$ cat config.mk
export PLATFORM = sky130hd
export DESIGN_NAME = ahb_lite_master_arbiter
export DESIGN_NICKNAME = d
export VERILOG_FILES = /design/src/rtl/ahb_lite_master_arbiter.sv
export SDC_FILE = /design/constraint.sdc
export NUM_CORES = 1
export LEC_CHECK = 0
export BUFFER_PORTS_ARGS = -buffer_cell sky130_fd_sc_hd__buf_2
export CORE_AREA = 2 2 110 112
export CTS_CLUSTER_SIZE = 16
export DETAILED_ROUTE_END_ITERATION = 6
export DIE_AREA = 0 0 112 114
export GPL_TIMING_DRIVEN = 0
export PLACE_DENSITY = 0.48
export SLEW_MARGIN = 10
export SYNTH_ARGS = -nofsm -noshare
export SYNTH_HDL_FRONTEND = slang
export SYNTH_SLANG_ARGS = --single-unit
$ cat constraint.sdc
create_clock -name HCLK -period 1.1 [get_ports HCLK]
set_input_delay 0.165 -clock HCLK [delete_from_list [all_inputs] [get_ports HCLK]]
set_output_delay 0.165 -clock HCLK [all_outputs]
set_load 0.005 [all_outputs]
$ cat src/rtl/ahb_lite_master_arbiter.sv
// N-master AHB-Lite arbiter/mux: the address phase follows the granted owner and
// write data follows the data-phase owner. Define ARB_ROUND_ROBIN_EN for round-robin
// arbitration; otherwise the lowest-index requester wins (fixed priority).
module ahb_lite_master_arbiter #(
  parameter int NUM_MASTERS = 2,
  parameter int ADDR_W      = 32,
  parameter int DATA_W      = 32
) (
  input  logic                          HCLK,
  input  logic                          HRESET,
  input  logic [NUM_MASTERS*ADDR_W-1:0] HADDR_M,
  input  logic [NUM_MASTERS*2-1:0]      HTRANS_M,
  input  logic [NUM_MASTERS-1:0]        HWRITE_M,
  input  logic [NUM_MASTERS*3-1:0]      HSIZE_M,
  input  logic [NUM_MASTERS*DATA_W-1:0] HWDATA_M,
  output logic [NUM_MASTERS-1:0]        HREADY_M,
  output logic [NUM_MASTERS-1:0]        HGRANT_M,
  output logic [DATA_W-1:0]             HRDATA_M,
  output logic [ADDR_W-1:0]             HADDR,
  output logic [1:0]                    HTRANS,
  output logic                          HWRITE,
  output logic [2:0]                    HSIZE,
  output logic [DATA_W-1:0]             HWDATA,
  input  logic                          HREADY,
  input  logic [DATA_W-1:0]             HRDATA
);

  localparam int IDX_W = (NUM_MASTERS > 1) ? $clog2(NUM_MASTERS) : 1;

  logic [IDX_W-1:0]       r_aowner;
  logic [IDX_W-1:0]       r_downer;

  logic [ADDR_W-1:0]      w_addr  [NUM_MASTERS];
  logic [1:0]             w_trans [NUM_MASTERS];
  logic [2:0]             w_size  [NUM_MASTERS];
  logic [DATA_W-1:0]      w_wdata [NUM_MASTERS];
  logic [NUM_MASTERS-1:0] w_req;
  logic [NUM_MASTERS-1:0] w_other;
  logic [IDX_W-1:0]       w_winner;
  logic                   w_any;
  logic                   w_switch;

  genvar g;
  for (g = 0; g < NUM_MASTERS; g++) begin : g_unpack
    assign w_addr[g]  = HADDR_M[g*ADDR_W +: ADDR_W];
    assign w_trans[g] = HTRANS_M[g*2 +: 2];
    assign w_size[g]  = HSIZE_M[g*3 +: 3];
    assign w_wdata[g] = HWDATA_M[g*DATA_W +: DATA_W];
    assign w_req[g]   = HTRANS_M[g*2+1];
  end

  assign HADDR    = w_addr[r_aowner];
  assign HTRANS   = w_trans[r_aowner];
  assign HWRITE   = HWRITE_M[r_aowner];
  assign HSIZE    = w_size[r_aowner];
  assign HWDATA   = w_wdata[r_downer];
  assign HRDATA_M = HRDATA;

  // Arbitration among requesters other than the current owner.
  always_comb begin
    // NOTE: every combinational output gets a default first so no path leaves it
    // unassigned, which would otherwise infer a latch.
    w_other  = w_req;
    w_other[r_aowner] = 1'b0;
    w_winner = r_aowner;
    w_any    = 1'b0;
`ifdef ARB_ROUND_ROBIN_EN
    for (int k = 1; k < NUM_MASTERS; k++) begin
      int idx;
      idx = (int'(r_aowner) + k) % NUM_MASTERS;
      if (!w_any && w_other[idx]) begin
        w_winner = IDX_W'(idx);
        w_any    = 1'b1;
      end
    end
`else
    for (int k = 0; k < NUM_MASTERS; k++) begin
      if (!w_any && w_other[k]) begin
        w_winner = IDX_W'(k);
        w_any    = 1'b1;
      end
    end
`endif
  end

  // Handover only at an accepted IDLE from the owner, so bursts and wait states stay whole.
  assign w_switch = HREADY && (w_trans[r_aowner] == 2'b00) && w_any;

  always_comb begin
    HREADY_M = '0;
    HGRANT_M = '0;
    for (int i = 0; i < NUM_MASTERS; i++) begin
      if (IDX_W'(i) == r_aowner) begin
        HREADY_M[i] = HREADY;
        HGRANT_M[i] = 1'b1;
      end else begin
        HREADY_M[i] = ~w_req[i];
      end
    end
  end

  // The owner register is the arbitration state: it is OWNED while the owner drives
  // traffic and PARKED on the last owner when nobody else requests.
  always_ff @(posedge HCLK or posedge HRESET) begin
    // NOTE: sequential state uses non-blocking assignments so r_downer samples the
    // pre-edge r_aowner, not the value updated in this same block.
    if (HRESET) begin
      r_aowner <= '0;
      r_downer <= '0;
    end else if (HREADY) begin
      r_downer <= r_aowner;
      if (w_switch) r_aowner <= w_winner;
    end
  end

endmodule
==> results.sh, run 1 <==
export IMPL_cts_buffers=3
export IMPL_hold_violations=0
export IMPL_synth_main_ff_cell="dfrtp_1"
export IMPL_port_buffers=248
export IMPL_drc=0
export IMPL_syn_inst=125
export IMPL_fin_nets=564
export IMPL_synth_warnings=0
export IMPL_hp_class="in -> reg"
export IMPL_syn_num_nets=300
export IMPL_ant_nets=0
export IMPL_required_ps=940
export IMPL_synth_distinct_cells=14
export IMPL_finalPower_uw=2270
export IMPL_finalClockSkew_ps=0.431
export IMPL_dp_cells=520
export IMPL_hold_path_depth=3
export IMPL_setup_slack_ps=-411
export IMPL_grt_pass1_wl_um=8850
export IMPL_vdd_drop_max_v=0.000564
export IMPL_grt_pass1_vias=1835
export IMPL_cts_root_buffer="clkbuf_16"
export IMPL_worstRegToRegCells=4
export IMPL_start_util=0.130
export IMPL_netlist_area_mm2=0.00152
export IMPL_synthMuxAreaShare=0.681
export IMPL_die_w_um=112
export IMPL_synth_edf_count=0
export IMPL_fmax_mhz=662
export IMPL_cts_sinks=2
export IMPL_cp_end_kind="output port"
export IMPL_worstPathMaxFanout=8
export IMPL_io_pins=281
export IMPL_avgSynthCellArea_um2=12.2
export IMPL_synth_common_cells="mux2_4, buf_4, mux2_2, buf_6, buf_12"
export IMPL_relSlewSlack=0.899
export IMPL_synthXorXnorAreaFrac=0
export IMPL_htree_levels=1
export IMPL_core_area_mm2=0.0117
export IMPL_finalMaxSlewViolations=0
export IMPL_setup_viol=75
export IMPL_p_per_area_mw_per_mm2=623
export IMPL_cts_tree="yes"
export IMPL_rsz0062_at_grt="yes"
export IMPL_layout_cells_non_filler=534
export IMPL_clk_pin_slew_ps=30
export IMPL_drtIter0Drc=7
export IMPL_yosysSeqAreaShare=0.0329
export IMPL_synth_top_cells_by_area="mux2_4, buf_4, mux2_2, buf_6, buf_12"
export IMPL_synth_top_cell_area_share=0.622
export IMPL_status="finished with violations"
export IMPL_wire_per_inst_um=12.3
export IMPL_yosysTopAreaCell="mux2_4"
export IMPL_vias=1878
export IMPL_finish_utilization=0.311
export IMPL_synth_fa_ha_area_frac=0
export IMPL_synth_seq_cells=2
export IMPL_wl_um=6550
export IMPL_synth_simple_area_share=0.0173
export IMPL_cts_path_max_buffers=2
export IMPL_grt_usage=0.0845
export IMPL_first_pass_iters=2
export IMPL_failed_checks="negative setup slack"
export IMPL_synth_most_common_cell="mux2_4"
export IMPL_drive_above_1_share=0.972
export IMPL_crit_type="reg -> out"
export IMPL_dieArea_mm2=0.0128
export IMPL_grt_max_degree=11
export IMPL_clkLatencyLatePin_ps=220
export IMPL_n_fill_cell=1213
export IMPL_maxCapViolations=0
export IMPL_crit_path_start_kind="flop"
export IMPL_period_share=1.37
export IMPL_arrival_ps=1350
export IMPL_area_growth_pct=140
export IMPL_globalplace_congestion=0.683
export IMPL_synth_compound_area_frac=0.0165
export IMPL_row_count=40
export IMPL_fin_crit_ps=1510
export IMPL_power_leakage_uw=0.00218
export IMPL_diodes=0
export IMPL_grt_antenna_before_repair=0
export IMPL_tightestPinTransition_ps=150
export IMPL_gr_total_overflow=0
export IMPL_async_reset_ff_frac=1.00
export IMPL_die_h_um=114
export IMPL_dp_hpwl_um=5440
export IMPL_synth_top_family_by_area="multiplexers"
export IMPL_routed_via_density=3.52
## registers in the layout, indices dropped and copies added, names as in the netlist
signal / flops
r_aowner: 1
r_downer: 1
## what timing repair did
item | 4_1_cts | 5_1_grt
hold buffers | 1 | 0
setup endpoints to repair | 73 | 75
resized for setup | 64 | 25
cloned | 2 | 2
hold endpoints to repair | 2 | 0
setup buffers | 6 | 3
## through the flow
step | setup WS, ps | hold slack (ps) | cell area [um^2] | TNS, ps
after floorplan | -14.8 | -93.8 | 1520 | -469
after global placement | -208 | 17.6 | 2950 | -11660
after detailed placement | -202 | 24.9 | 2950 | -11660
after CTS | -426 | 220 | 3460 | -28960
after global routing | -448 | 259 | 3650 | -31310
final | -411 | 218 | 3650 | -28040
## layout make-up
type                    count  area, um^2  area share
flip-flops and latches      2        50.0      0.0137
clock buffers               3        75.1      0.0206
plain buffers              41         407       0.112
multi-input cells          79        1110       0.303
inverters                   2        7.51     0.00206
repair buffers            260        1820       0.498
well taps                 147         184      0.0504
## where the power goes
group / total [uW] / switching, uW / internal (uW)
Combinational: 1640 / 482 / 1160
Sequential: 83.2 / 4.09 / 79.1
Clock: 553 / 90.1 / 463
## path summary, 6_finish.rpt
path | startpoint | endpoint | slack (ps)
max | r_downer$_DFFE_PP0P_ | HWDATA[3] | -410
min | HTRANS_M[2] | r_aowner$_DFFE_PP0P_ | 220
max reg2reg | r_downer$_DFFE_PP0P_ | r_downer$_DFFE_PP0P_ | -70
min reg2reg | r_aowner$_DFFE_PP0P_ | r_downer$_DFFE_PP0P_ | 860
max in group asynchronous | HRESET | r_downer$_DFFE_PP0P_ | 660
min in group asynchronous | HRESET | r_aowner$_DFFE_PP0P_ | 330
## routing by layer
metal | track usage | routed length [um] | vias up | part of all wire
li1 | - | - | 935 | -
met1 | 0.110 | 2560 | 850 | 0.39
met2 | 0.149 | 3540 | 89 | 0.54
met3 | 0.0128 | 415 | 4 | 0.063
met4 | 0.0195 | 34 | 0 | 0.0052
met5 | 0 | 0 | - | 0
## logic make-up after synthesis
group	Yosys count
multiplexers	71
flip-flops	2
AO/OA/AOI/OAI	4
AND/OR/NAND/NOR	4
buffers and inverters	44
## layout by cell type (no fill, tap or decap)
cell type and n:
nand4bb_1 1, nand3_1 1, a21oi_1 2, nor2_1 1, inv_2 1, buf_12 7
a21bo_2 1, inv_1 1, buf_16 1, clkbuf_16 5, dfrtp_1 2, buf_6 71
buf_2 182, buf_8 1, o21ai_0 1, mux2_2 3, mux2_4 68, nor2b_1 1
buf_4 36, dlygate4sd3_1 1
## critical path: stages, from the launching register on
cell       delay (ps)
dfrtp_1           380
buf_12            160
clkbuf_16         160
mux2_4            300
buf_6             110
No activity file was read; power rests on OpenSTA's default activity.
==> run 2: changes to the inputs <==
Settings changed: CAP_MARGIN set to 30, SETUP_SLACK_MARGIN set to 0.4.
==> results.sh, run 2 (synthesis results as in run 1) <==
export IMPL_crit_path_start_kind="flop"
export IMPL_globalplace_congestion=0.691
export IMPL_clk_pin_slew_ps=30
export IMPL_tightestPinTransition_ps=114
export IMPL_crit_type="reg -> out"
export IMPL_fin_crit_ps=1500
export IMPL_io_pins=281
export IMPL_dieArea_mm2=0.0128
export IMPL_first_pass_iters=4
export IMPL_core_area_mm2=0.0117
export IMPL_hold_path_depth=3
export IMPL_met2_usage=0.147
export IMPL_finalClockSkew_ps=1.50
export IMPL_period_share=1.36
export IMPL_maxCapViolations=0
export IMPL_n_fill_cell=1194
export IMPL_fin_nets=562
export IMPL_grt_antenna_before_repair=0
export IMPL_cts_path_max_buffers=2
export IMPL_required_ps=940
export IMPL_vdd_drop_max_v=0.000481
export IMPL_use_met1=0.0773
export IMPL_diodes=0
export IMPL_start_util=0.130
export IMPL_dp_hpwl_um=5000
export IMPL_worstPathMaxFanout=10
export IMPL_vias=1922
export IMPL_critPathBufInv=3
export IMPL_hp_class="in -> reg"
export IMPL_drc=0
export IMPL_crit_chain="buf_8 > buf_12 > mux2_4 > buf_6"
export IMPL_drive_above_1_share=0.974
export IMPL_grt_usage=0.0724
export IMPL_failed_checks="negative setup slack"
export IMPL_min_to="r_aowner$_DFFE_PP0P_"
export IMPL_min_from="HTRANS_M[2]"
export IMPL_rsz0062_at_grt="yes"
export IMPL_port_buffers=248
export IMPL_final_cell_mix="buf_2, mux2_4, buf_6, buf_4, buf_12"
export IMPL_grt_max_degree=11
export IMPL_relSlewSlack=0.924
export IMPL_final_common_cell="buf_2"
export IMPL_wl_um=5960
export IMPL_tns_ps=-27530
export IMPL_r2r_start="r_aowner$_DFFE_PP0P_"
export IMPL_setup_slack_ps=-400
export IMPL_r2r_end="r_downer$_DFFE_PP0P_"
export IMPL_fmax_mhz=667
export IMPL_p_per_area_mw_per_mm2=616
export IMPL_finalMaxSlewViolations=0
export IMPL_pre_cts_ws_ps=-212
export IMPL_hold_violations=0
export IMPL_clkLatencyLatePin_ps=220
export IMPL_multiInputGateArea_mm2=0.00111
export IMPL_busiest_layer="met2"
export IMPL_wire_per_inst_um=11.2
export IMPL_arrival_ps=1340
export IMPL_regArea_um2=50.0
export IMPL_dp_cells=520
export IMPL_cp_end_kind="output port"
export IMPL_hold_ws_ps=201
export IMPL_htree_levels=1
export IMPL_cts_root_buffer="clkbuf_16"
export IMPL_largestRegisters="r_aowner (1), r_downer (1)"
export IMPL_cts_buffers=3
export IMPL_worstRegToRegCells=4
export IMPL_die_w_um=112
export IMPL_grt_pass1_wl_um=7820
export IMPL_ant_nets=0
export IMPL_row_count=40
export IMPL_power_leakage_uw=0.00216
export IMPL_drtIter0Drc=13
export IMPL_gr_total_overflow=0
export IMPL_die_h_um=114
export IMPL_status="finished with violations"
export IMPL_cts_tree="yes"
export IMPL_slowest_delay_ps=380
export IMPL_gr_usage_met3=0.0181
export IMPL_grt_pass1_vias=1787
export IMPL_critPathTopFamily="buffers and inverters"
export IMPL_layout_cells_non_filler=532
export IMPL_routed_via_density=3.61
export IMPL_critPathSlowestCell="dfrtp_1"
export IMPL_cts_sinks=2
export IMPL_area_growth_pct=138
export IMPL_rrSetupSlack_ps=-90
export IMPL_setup_viol=74
[run 2: timing repair]
action	in CTS	in global routing
hold endpoints to repair	2	0
cloned	1	1
hold buffers	1	0
endpoints found under the setup margin	76	76
resized for setup	35	43
pin swaps	0	1
buffers inserted	5	1
[run 2: final cells by class]
class	instances	share of cell area
inverter	2	0.00208
tap	147	0.0509
buffer	42	0.116
sequential	2	0.0139
multi-input combinational	79	0.307
timing repair buffer	257	0.490
clock buffer	3	0.0208
[run 2: stage by stage]
stage	util	cell area [um^2]	total power [uW]
after floorplan	-	1550	764
after global placement	0.254	2970	1320
after detailed placement	0.254	2970	1330
after CTS	0.284	3320	2060
after global routing	0.309	3610	2350
final	0.309	3610	2230
[run 2: layer usage]
metal,up-vias,part of all wire
li1,933,-
met1,846,0.32
met2,143,0.56
met3,0,0.12
met4,0,0
met5,-,0
[run 2: where the power goes]
group | switching [uW] | internal, uW | total, uW
Combinational | 468 | 1140 | 1610
Clock | 74.8 | 462 | 537
Sequential | 4.06 | 79.2 | 83.2
Total | 547 | 1680 | 2230
[run 2: how the worst max path moves through the flow]
| stage | cells past startpoint | to | startpoint | slack, ps |
|---|---|---|---|---|
| after floorplan | 3 | HADDR[0] | r_aowner$_DFFE_PP0P_ | -10 |
| after global placement | 4 | HTRANS[0] | r_aowner$_DFFE_PP0P_ | -210 |
| after detailed placement | 4 | HADDR[14] | r_aowner$_DFFE_PP0P_ | -210 |
| after CTS | 4 | HADDR[16] | r_aowner$_DFFE_PP0P_ | -420 |
| after global routing | 4 | HWDATA[20] | r_downer$_DFFE_PP0P_ | -440 |
| final | 4 | HADDR[9] | r_aowner$_DFFE_PP0P_ | -400 |
[run 2: worst reg2reg max path, stage by stage (launching register included)]
cell and delay [ps]:
dfrtp_1 380, buf_8 160, buf_8 140, buf_4 140, mux2_4 240
==> run 3: changes to the inputs <==
Settings changed: REMOVE_ABC_BUFFERS set to 1.
==> results.sh, run 3 (synthesis results as in run 1) <==
export IMPL_crit_type="reg -> out"
export IMPL_n_fill_cell=1221
export IMPL_worstRegToRegCells=2
export IMPL_period_share=1.39
export IMPL_io_pins=281
export IMPL_tightestPinTransition_ps=129
export IMPL_hp_class="in -> reg"
export IMPL_crit_chain="buf_16 > mux2_4 > buf_6"
export IMPL_vias=1719
export IMPL_highest_layer="met5"
export IMPL_final_common_cell="buf_2"
export IMPL_finalMaxSlewViolations=0
export IMPL_fin_crit_ps=1530
export IMPL_status="finished with violations"
export IMPL_required_ps=940
export IMPL_vdd_drop_max_v=0.000405
export IMPL_drc=0
export IMPL_hold_violations=0
export IMPL_first_pass_iters=6
export IMPL_arrival_ps=1370
export IMPL_gr_total_overflow=0
export IMPL_grt_max_degree=19
export IMPL_slowest_delay_ps=510
export IMPL_stdcell_area_mm2=0.00295
export IMPL_worstPathMaxFanout=18
export IMPL_clk_pin_slew_ps=30
export IMPL_core_area_mm2=0.0117
export IMPL_largestRegisters="r_aowner (1), r_downer (1)"
export IMPL_route_met2_wl_um=2960
export IMPL_maxCapViolations=0
export IMPL_place_area_mm2=0.00246
export IMPL_grt_pass1_wl_um=8760
export IMPL_port_buffers=216
export IMPL_final_cell_mix="buf_2, mux2_4, buf_6, mux2_2, clkbuf_16"
export IMPL_setup_viol=74
export IMPL_rsz0062_at_grt="yes"
export IMPL_relSlewSlack=0.913
export IMPL_p_int_uw=1440
export IMPL_row_count=40
export IMPL_diodes=0
export IMPL_fin_nets=486
export IMPL_hold_path_depth=3
export IMPL_grt_usage=0.0910
export IMPL_setup_slack_ps=-430
export IMPL_power_leakage_uw=0.00174
export IMPL_grt_pass1_vias=1680
export IMPL_drive_above_1_share=0.977
export IMPL_globalplace_congestion=0.705
export IMPL_dp_cells=448
export IMPL_wl_um=6700
export IMPL_critPathSlowestCell="dfrtp_4"
export IMPL_p_comb_frac=0.668
export IMPL_cp_end_kind="output port"
export IMPL_grt_antenna_before_repair=0
export IMPL_area_growth_pct=93.7
export IMPL_p_clk_frac=0.282
export IMPL_wl_met3_um=1250
export IMPL_layout_cells_non_filler=456
export IMPL_dp_hpwl_um=5650
export IMPL_p_per_area_mw_per_mm2=655
export IMPL_die_h_um=114
export IMPL_drtIter0Drc=30
export IMPL_start_util=0.130
export IMPL_dieArea_mm2=0.0128
export IMPL_htree_levels=1
export IMPL_cts_path_max_buffers=2
export IMPL_cts_buffers=3
export IMPL_tns_ps=-29410
export IMPL_cts_root_buffer="clkbuf_16"
export IMPL_ant_nets=0
export IMPL_regArea_um2=57.6
export IMPL_routed_via_density=3.77
export IMPL_p_sw_frac=0.252
export IMPL_wl_met1_um=2420
export IMPL_cts_sinks=2
export IMPL_switchingPower_uw=486
export IMPL_die_w_um=112
export IMPL_clkLatencyLatePin_ps=220
export IMPL_failed_checks="negative setup slack"
export IMPL_multiInputGateArea_mm2=0.00110
export IMPL_crit_path_start_kind="flop"
export IMPL_wire_per_inst_um=14.7
export IMPL_fmax_mhz=654
export IMPL_finalClockSkew_ps=2.53
export IMPL_cts_tree="yes"
export IMPL_finalPower_uw=1930
export IMPL_seqPwrFrac=0.050
## run 3: per-layer routing
layer	global-route usage	vias to the layer above
li1	-	780
met5	0.0392	-
met2	0.147	197
met3	0.0600	4
met4	0.0171	2
met1	0.0983	736
## run 3: area by class of cell
cell class              count  share of cell area
clock buffers               3              0.0255
inverters                   2             0.00255
multi-input cells          79               0.373
flip-flops and latches      2              0.0195
well taps                 147              0.0624
repair buffers            223               0.517
## run 3: stage by stage
stage          worst slack, ps  hold slack [ps]   util
6_report                  -430              229  0.251
5_1_grt                   -466              258  0.251
4_1_cts                   -450              227  0.243
3_5_place_dp              -521             18.4  0.210
3_3_place_gp             -1560             18.0  0.206
2_1_floorplan            -1080            -93.8      -
## run 3: power by group through the flow
stage	sequential, uW	clock (uW)	combinational [uW]
global route	97.9	565	1370
global placement	169	0	951
detailed placement	123	0	1010
floorplan	151	0	459
finish	96.4	543	1290
CTS	97.0	556	1240
## run 3: final timing paths
| kind | from | to | slack [ps] |
|---|---|---|---|
| worst min register to register | r_aowner$_DFFE_PP0P_ | r_downer$_DFFE_PP0P_ | 790 |
| worst max register to register | r_downer$_DFFE_PP0P_ | r_downer$_DFFE_PP0P_ | 30 |
| min in group asynchronous | HRESET | r_downer$_DFFE_PP0P_ | 380 |
| worst min-delay path | HTRANS_M[3] | r_aowner$_DFFE_PP0P_ | 230 |
| max in group asynchronous | HRESET | r_aowner$_DFFE_PP0P_ | 590 |
| worst max-delay path | r_downer$_DFFE_PP0P_ | HWDATA[22] | -430 |
## run 3: repair_timing
| action | in CTS | in global routing |
|---|---|---|
| hold endpoints to repair | 2 | 0 |
| resized for setup | 42 | 16 |
| setup buffers | 3 | 0 |
| hold buffers | 1 | 0 |
| cloned | 1 | 0 |
| endpoints found under the setup margin | 76 | 76 |
## run 3: worst max-delay path: cells and delay by family, from the launching register on
kind	cells	cell delay (ps)
multiplexers	1	320
buffers and inverters	2	310
flip-flops	1	510
